===== config.mk =====
export PLATFORM = sky130hd
export DESIGN_NAME = iis_slave_transmitter
export DESIGN_NICKNAME = d
export VERILOG_FILES = /design/src/rtl/iis_slave_transmitter.sv
export SDC_FILE = /design/constraint.sdc
export NUM_CORES = 1
export LEC_CHECK = 0
export BUFFER_PORTS_ARGS = -buffer_cell sky130_fd_sc_hd__buf_2
export CAP_MARGIN = 20
export CORE_MARGIN = 2
export CORE_UTILIZATION = 33
export CTS_BUF_LIST = sky130_fd_sc_hd__clkbuf_4 sky130_fd_sc_hd__clkbuf_8 sky130_fd_sc_hd__clkbuf_16
export CTS_CLUSTER_DIAMETER = 60
export DETAILED_ROUTE_END_ITERATION = 8
export PLACE_DENSITY = 0.52
export SLEW_MARGIN = 20
export SYNTH_ARGS = -nofsm -noshare
export SYNTH_HDL_FRONTEND = slang
export SYNTH_SLANG_ARGS = --single-unit
export TNS_END_PERCENT = 10

===== constraint.sdc =====
create_clock -name mck -period 6 [get_ports mck]
set_input_delay 1.5 -clock mck [delete_from_list [all_inputs] [get_ports mck]]
set_output_delay 1.5 -clock mck [all_outputs]
set_load 0.02 [all_outputs]

===== src/rtl/iis_slave_transmitter.sv =====
// Philips I2S slave transmitter: buffers stereo frames and serialises them on the external SCK/WS.
// Load on the WS edge seen at an SCK rise; MSB out at the next SCK fall; in_ready drops when the frame FIFO is full.
module iis_slave_transmitter #(
  parameter int SYNC_STAGES = 2,
  parameter int FIFO_DEPTH  = 4
) (
  input  logic               mck,
  input  logic               rst,
  input  logic               iis_sck,
  input  logic               iis_ws,
  input  logic signed [31:0] in_left,
  input  logic signed [31:0] in_right,
  input  logic               in_valid,
  output logic               in_ready,
  output logic               iis_sd,
  output logic               locked,
  output logic               underrun
);

  localparam int AW = $clog2(FIFO_DEPTH);
  localparam int CW = AW + 1;

  typedef enum logic {
    UNLOCKED = 1'b0,
    LOCKED   = 1'b1
  } state_t;

  state_t state;
  state_t state_nxt;

  logic [SYNC_STAGES-1:0] sck_sync;
  logic [SYNC_STAGES-1:0] ws_sync;
  logic                   sck_s;
  logic                   ws_s;
  logic                   sck_d;
  logic                   sck_rise;
  logic                   sck_fall;
  logic                   rise_d;
  logic                   ws_q;
  logic                   ws_qq;
  logic                   l_start;
  logic                   r_start;

  logic [63:0]   mem [FIFO_DEPTH];
  logic [AW-1:0] wr_ptr;
  logic [AW-1:0] rd_ptr;
  logic [CW-1:0] count;
  logic          full;
  logic          empty;
  logic          push;
  logic          pop;
  logic [63:0]   head;

  logic [31:0] shift_reg;
  logic [31:0] hold_reg;

  // Edge detection and WS sampling
  always_ff @(posedge mck) begin
    if (rst) begin
      sck_sync <= '0;
      ws_sync  <= '0;
      sck_d    <= 1'b0;
      rise_d   <= 1'b0;
      ws_q     <= 1'b0;
      ws_qq    <= 1'b0;
    end else begin
      sck_sync <= {sck_sync[SYNC_STAGES-2:0], iis_sck};
      ws_sync  <= {ws_sync[SYNC_STAGES-2:0], iis_ws};
      sck_d    <= sck_s;
      rise_d   <= sck_rise;
      if (sck_rise) begin
        ws_q  <= ws_s;
        ws_qq <= ws_q;
      end
    end
  end

  assign sck_s    = sck_sync[SYNC_STAGES-1];
  assign ws_s     = ws_sync[SYNC_STAGES-1];
  assign sck_rise = sck_s & ~sck_d;
  assign sck_fall = ~sck_s & sck_d;

  // Events are judged one mck after the rise, once ws_q/ws_qq hold the new and previous samples
  assign l_start = rise_d & ws_qq & ~ws_q;
  assign r_start = rise_d & ~ws_qq & ws_q;

  assign full     = (count == CW'(FIFO_DEPTH));
  assign empty    = (count == '0);
  assign in_ready = ~full;
  assign push     = in_valid & in_ready;
  assign pop      = l_start & ~empty;
  assign head     = mem[rd_ptr];

  always_ff @(posedge mck) begin
    if (push) begin
      mem[wr_ptr] <= {in_left, in_right};
    end
  end

  always_ff @(posedge mck) begin
    if (rst) begin
      wr_ptr <= '0;
      rd_ptr <= '0;
      count  <= '0;
    end else begin
      if (push) begin
        wr_ptr <= wr_ptr + AW'(1);
      end
      if (pop) begin
        rd_ptr <= rd_ptr + AW'(1);
      end
      case ({push, pop})
        2'b10:   count <= count + CW'(1);
        2'b01:   count <= count - CW'(1);
        default: count <= count;
      endcase
    end
  end

  always_ff @(posedge mck) begin
    if (rst) begin
      state <= UNLOCKED;
    end else begin
      state <= state_nxt;
    end
  end

  always_comb begin
    state_nxt = state;
    case (state)
      UNLOCKED: if (l_start) state_nxt = LOCKED;
      LOCKED:   state_nxt = LOCKED;
      default:  state_nxt = UNLOCKED;
    endcase
  end

  assign locked = (state == LOCKED);

  // Serialiser: an empty FIFO at L_START sends a silent frame
  always_ff @(posedge mck) begin
    if (rst) begin
      shift_reg <= '0;
      hold_reg  <= '0;
      iis_sd    <= 1'b0;
      underrun  <= 1'b0;
    end else begin
      underrun <= l_start & empty;
      if (l_start) begin
        shift_reg <= empty ? 32'h0 : head[63:32];
        hold_reg  <= empty ? 32'h0 : head[31:0];
      end else if (r_start && state == LOCKED) begin
        shift_reg <= hold_reg;
      end else if (sck_fall) begin
        shift_reg <= {shift_reg[30:0], 1'b0};
      end
      if (sck_fall) begin
        iis_sd <= (state == LOCKED) ? shift_reg[31] : 1'b0;
      end
    end
  end

endmodule

==> impl_metrics.toml <==
[status]
outcome = "finished, final reports clean"

[pwr]
p_sw_mw = 1.054
seqPwrFrac_pct = 51.0
switching_share_pct = 20.24
vdd_drop_max_uv = 174.1
total_power_mw = 5.206
power_leakage_nw = 4.827
clkPwrFrac_pct = 45.1
p_int_mw = 4.152
p_per_area_mw_per_mm2 = 340.1
combPwrFrac_pct = 3.9

[logic_synthesis]
synth_area_mm2 = 0.01321
ys_async_sr_fraction_pct = 0
synth_warnings = 0
syn_inst = 751
synth_edf_count = 256
synth_nets = 826
dominantRegCellSynth = "edfxtp_1"
yosysSeqAreaShare_pct = 70.92
syn_avg_cell_area_um2 = 17.59
ys_types = 44
synth_seq_cells = 340

[timing]
setup_viol_count_final = 0
fin_worst_skew_ns = 0.01060
tightest_slew_ns = 1.083
rsz0062_at_grt = "no"
timing.final.crit_share_pct = 50.03
fin_setup_tns_ns = 0
maxSlewHeadroom_pct = 27.82
min_period_ns = 3.002
layout_setup_ws_ns = 2.998
maxSlewViolCount = 0
max_freq_mhz = 333.1
hold_viol = 0

[worst_hold_path]
whs_endpoint = "rise_d"
worstHoldStart = "sck_d"
min_path_cells = 1
hold_class = "reg2reg"

[worst_setup_path]
arrival_ns = 1.50
r2r_slack_ns = 3.09
critPathKind = "reg2out"
path_max_fanout = 6
r2r_start = "ws_q"
r2r.worst_path.cells = 7
path_cells = "or3b_1 -> buf_2"
crit_required_ns = 4.50
slowest_stage = "or3b_1"
path_buf_inv = 1
crit_path_end_kind = "output pin"
slowest_delay_ns = 0.43
setup.worst_path.start_class = "register"
cpLargestDelayFamily = "simple AND/OR/NAND/NOR gates"
rr_endpoint = "shift_reg[29]"

[cells_and_area]
post-route-util_pct = 38.61
multi_input_area_mm2 = 0.003487
largest_register_ffs = 256
nNetsFinal = 893
regArea_mm2 = 0.009374
drive_gt1_share_pct = 30.31
fillCellCount = 3732
area_delta_synth_final_pct = 15.85
diodes = 0
final_area_mm2 = 0.01531

[clocking]
root_buffer = "clkbuf_16"
clk_pin_slew_ns = 0.06
clk-insertion-delay-late_ns = 0.51
numCtsBuffers = 38
clock_sinks = 340
cts_hold_buf = 0
cts_max_level = 2
cts_resized = 0
cts_tree = "yes"
cts_buffer_depth = 3
post_cts_buffers = 0

[placement]
placed_area_mm2 = 0.01401
placement.io_buffers = 72
place_ws_ns = 2.564
dp_hpwl_mm = 16.76
finalWeightedCongestion = 0.7001

[routing]
vias = 6861
drt_iter0_markers = 484
via_per_inst = 4.997
drc_errors = 0
first_pass_iters = 5
wl_mm = 27.67
wl_per_cell_um = 20.15
detail-route-antenna-nets = 0

[run]
drv_cap = 0

[global_routing]
antenna_found_initial = 0
grt_overflow = 0
grtUsageTotal_pct = 13.42
grt_max_degree = 83
grt_first_pass_wirelength_mm = 42.80
grt_pass1_vias = 6903

[die]
die-area_mm2 = 0.04165
core_area_mm2 = 0.03964
die_y_um = 204.1
io_pins = 73
initial_core_util_pct = 33.33
die_w_um = 204.1
rows = 73
metal layers:
metal  share of wire (%)  wire length [um]  global-route usage (%)
met1                  49             13530                   20.07
met2                  45             12370                   19.98
met3                 4.3              1196                   2.439
met4                 2.1               570                   3.804
met5                   0                 0                       0
power groups by stage:
stage / Combinational [mW] / Sequential [mW] / Clock (mW)
floorplan: 0.118 / 2.70 / 0
global placement: 0.207 / 2.70 / 0
detailed placement: 0.210 / 2.70 / 0
CTS: 0.210 / 2.66 / 2.40
global route: 0.225 / 2.66 / 2.49
finish: 0.204 / 2.65 / 2.35
worst max-delay path by stage:
stage,from,endpoint,cells past startpoint
final,count[2],in_ready,2
after global routing,count[2],in_ready,2
after CTS,count[2],in_ready,2
after detailed placement,in_valid,mem[3][11],3
after global placement,in_valid,mem[3][11],3
after floorplan,in_valid,mem[0][0],1
area by class of cell:
type | instances | share of cell area [%]
Clock buffer | 51 | 7.316
Sequential cell | 340 | 61.24
Timing Repair Buffer | 86 | 3.057
Tap cell | 525 | 4.292
Clock inverter | 19 | 1.161
Inverter | 6 | 0.1471
Multi-Input combinational cell | 346 | 22.78
cells in the mapped netlist, types with 10 or more instances:
cell	instances	area [um2]
edfxtp_1	256	7687
dfxtp_1	84	1682
mux4_2	64	1441
a22oi_1	52	390.4
nor2_1	43	161.4
nand2_1	33	123.9
nor3_1	33	165.2
a22o_1	31	271.5
clkbuf_1	21	78.83
a311oi_2	20	300.3
buf_2	16	80.08
a22oi_2	10	125.1
a311oi_1	10	87.58
stage by stage:
step | hold slack [ns] | cells
final | 0.4363 | 1373
after global placement | 0.4230 | 1303
after CTS | 0.4363 | 1373
after detailed placement | 0.4270 | 1303
after global routing | 0.4761 | 1373
after floorplan | 0.4068 | 751
cells in the final DEF (no fill, tap or decap), types with 2 or more instances in the layout:
cell         n
inv_1        6
a22o_1      31
buf_2       71
mux2i_1      2
a22oi_2     10
nand3b_1     2
a311oi_1    10
bufinv_16    3
buf_4       15
clkbuf_16   41
nand3_1      2
nor2_1      43
ha_1         5
mux4_2      64
edfxtp_1   256
nor2b_1      7
a311oi_2    20
a211oi_2     2
clkinv_2     7
nor3_1      33
inv_6        2
clkbuf_4     7
a21oi_1      4
dfxtp_1     82
and3_2       4
clkinv_1     5
a22oi_1     52
xor2_1       3
nand2_1     33
xnor2_1      2
and3b_1      2
clkbuf_8     3
cell families (layout without fill, tap and decap cells):
family          count (synthesis)  count (layout)  synth area share (%)
compound gates                134             134                 9.556
fa+ha+maj                       6               6                0.6251
xor+xnor                        5               5                0.3315
mux                            66              66                 11.06
flops                         340             340                 70.92
buf+inv                        65             162                 2.746
simple gates                  135             135                 4.764
worst register-to-register path, cell delays in order, from the launching register on:
cell      delay, ns
dfxtp_1        0.47
buf_4          0.39
nand3b_1       0.16
a21boi_2       0.16
buf_4          0.38
or2_1          0.59
buf_4          0.45
a311oi_2       0.16
No activity file was read; power rests on OpenSTA's default activity.
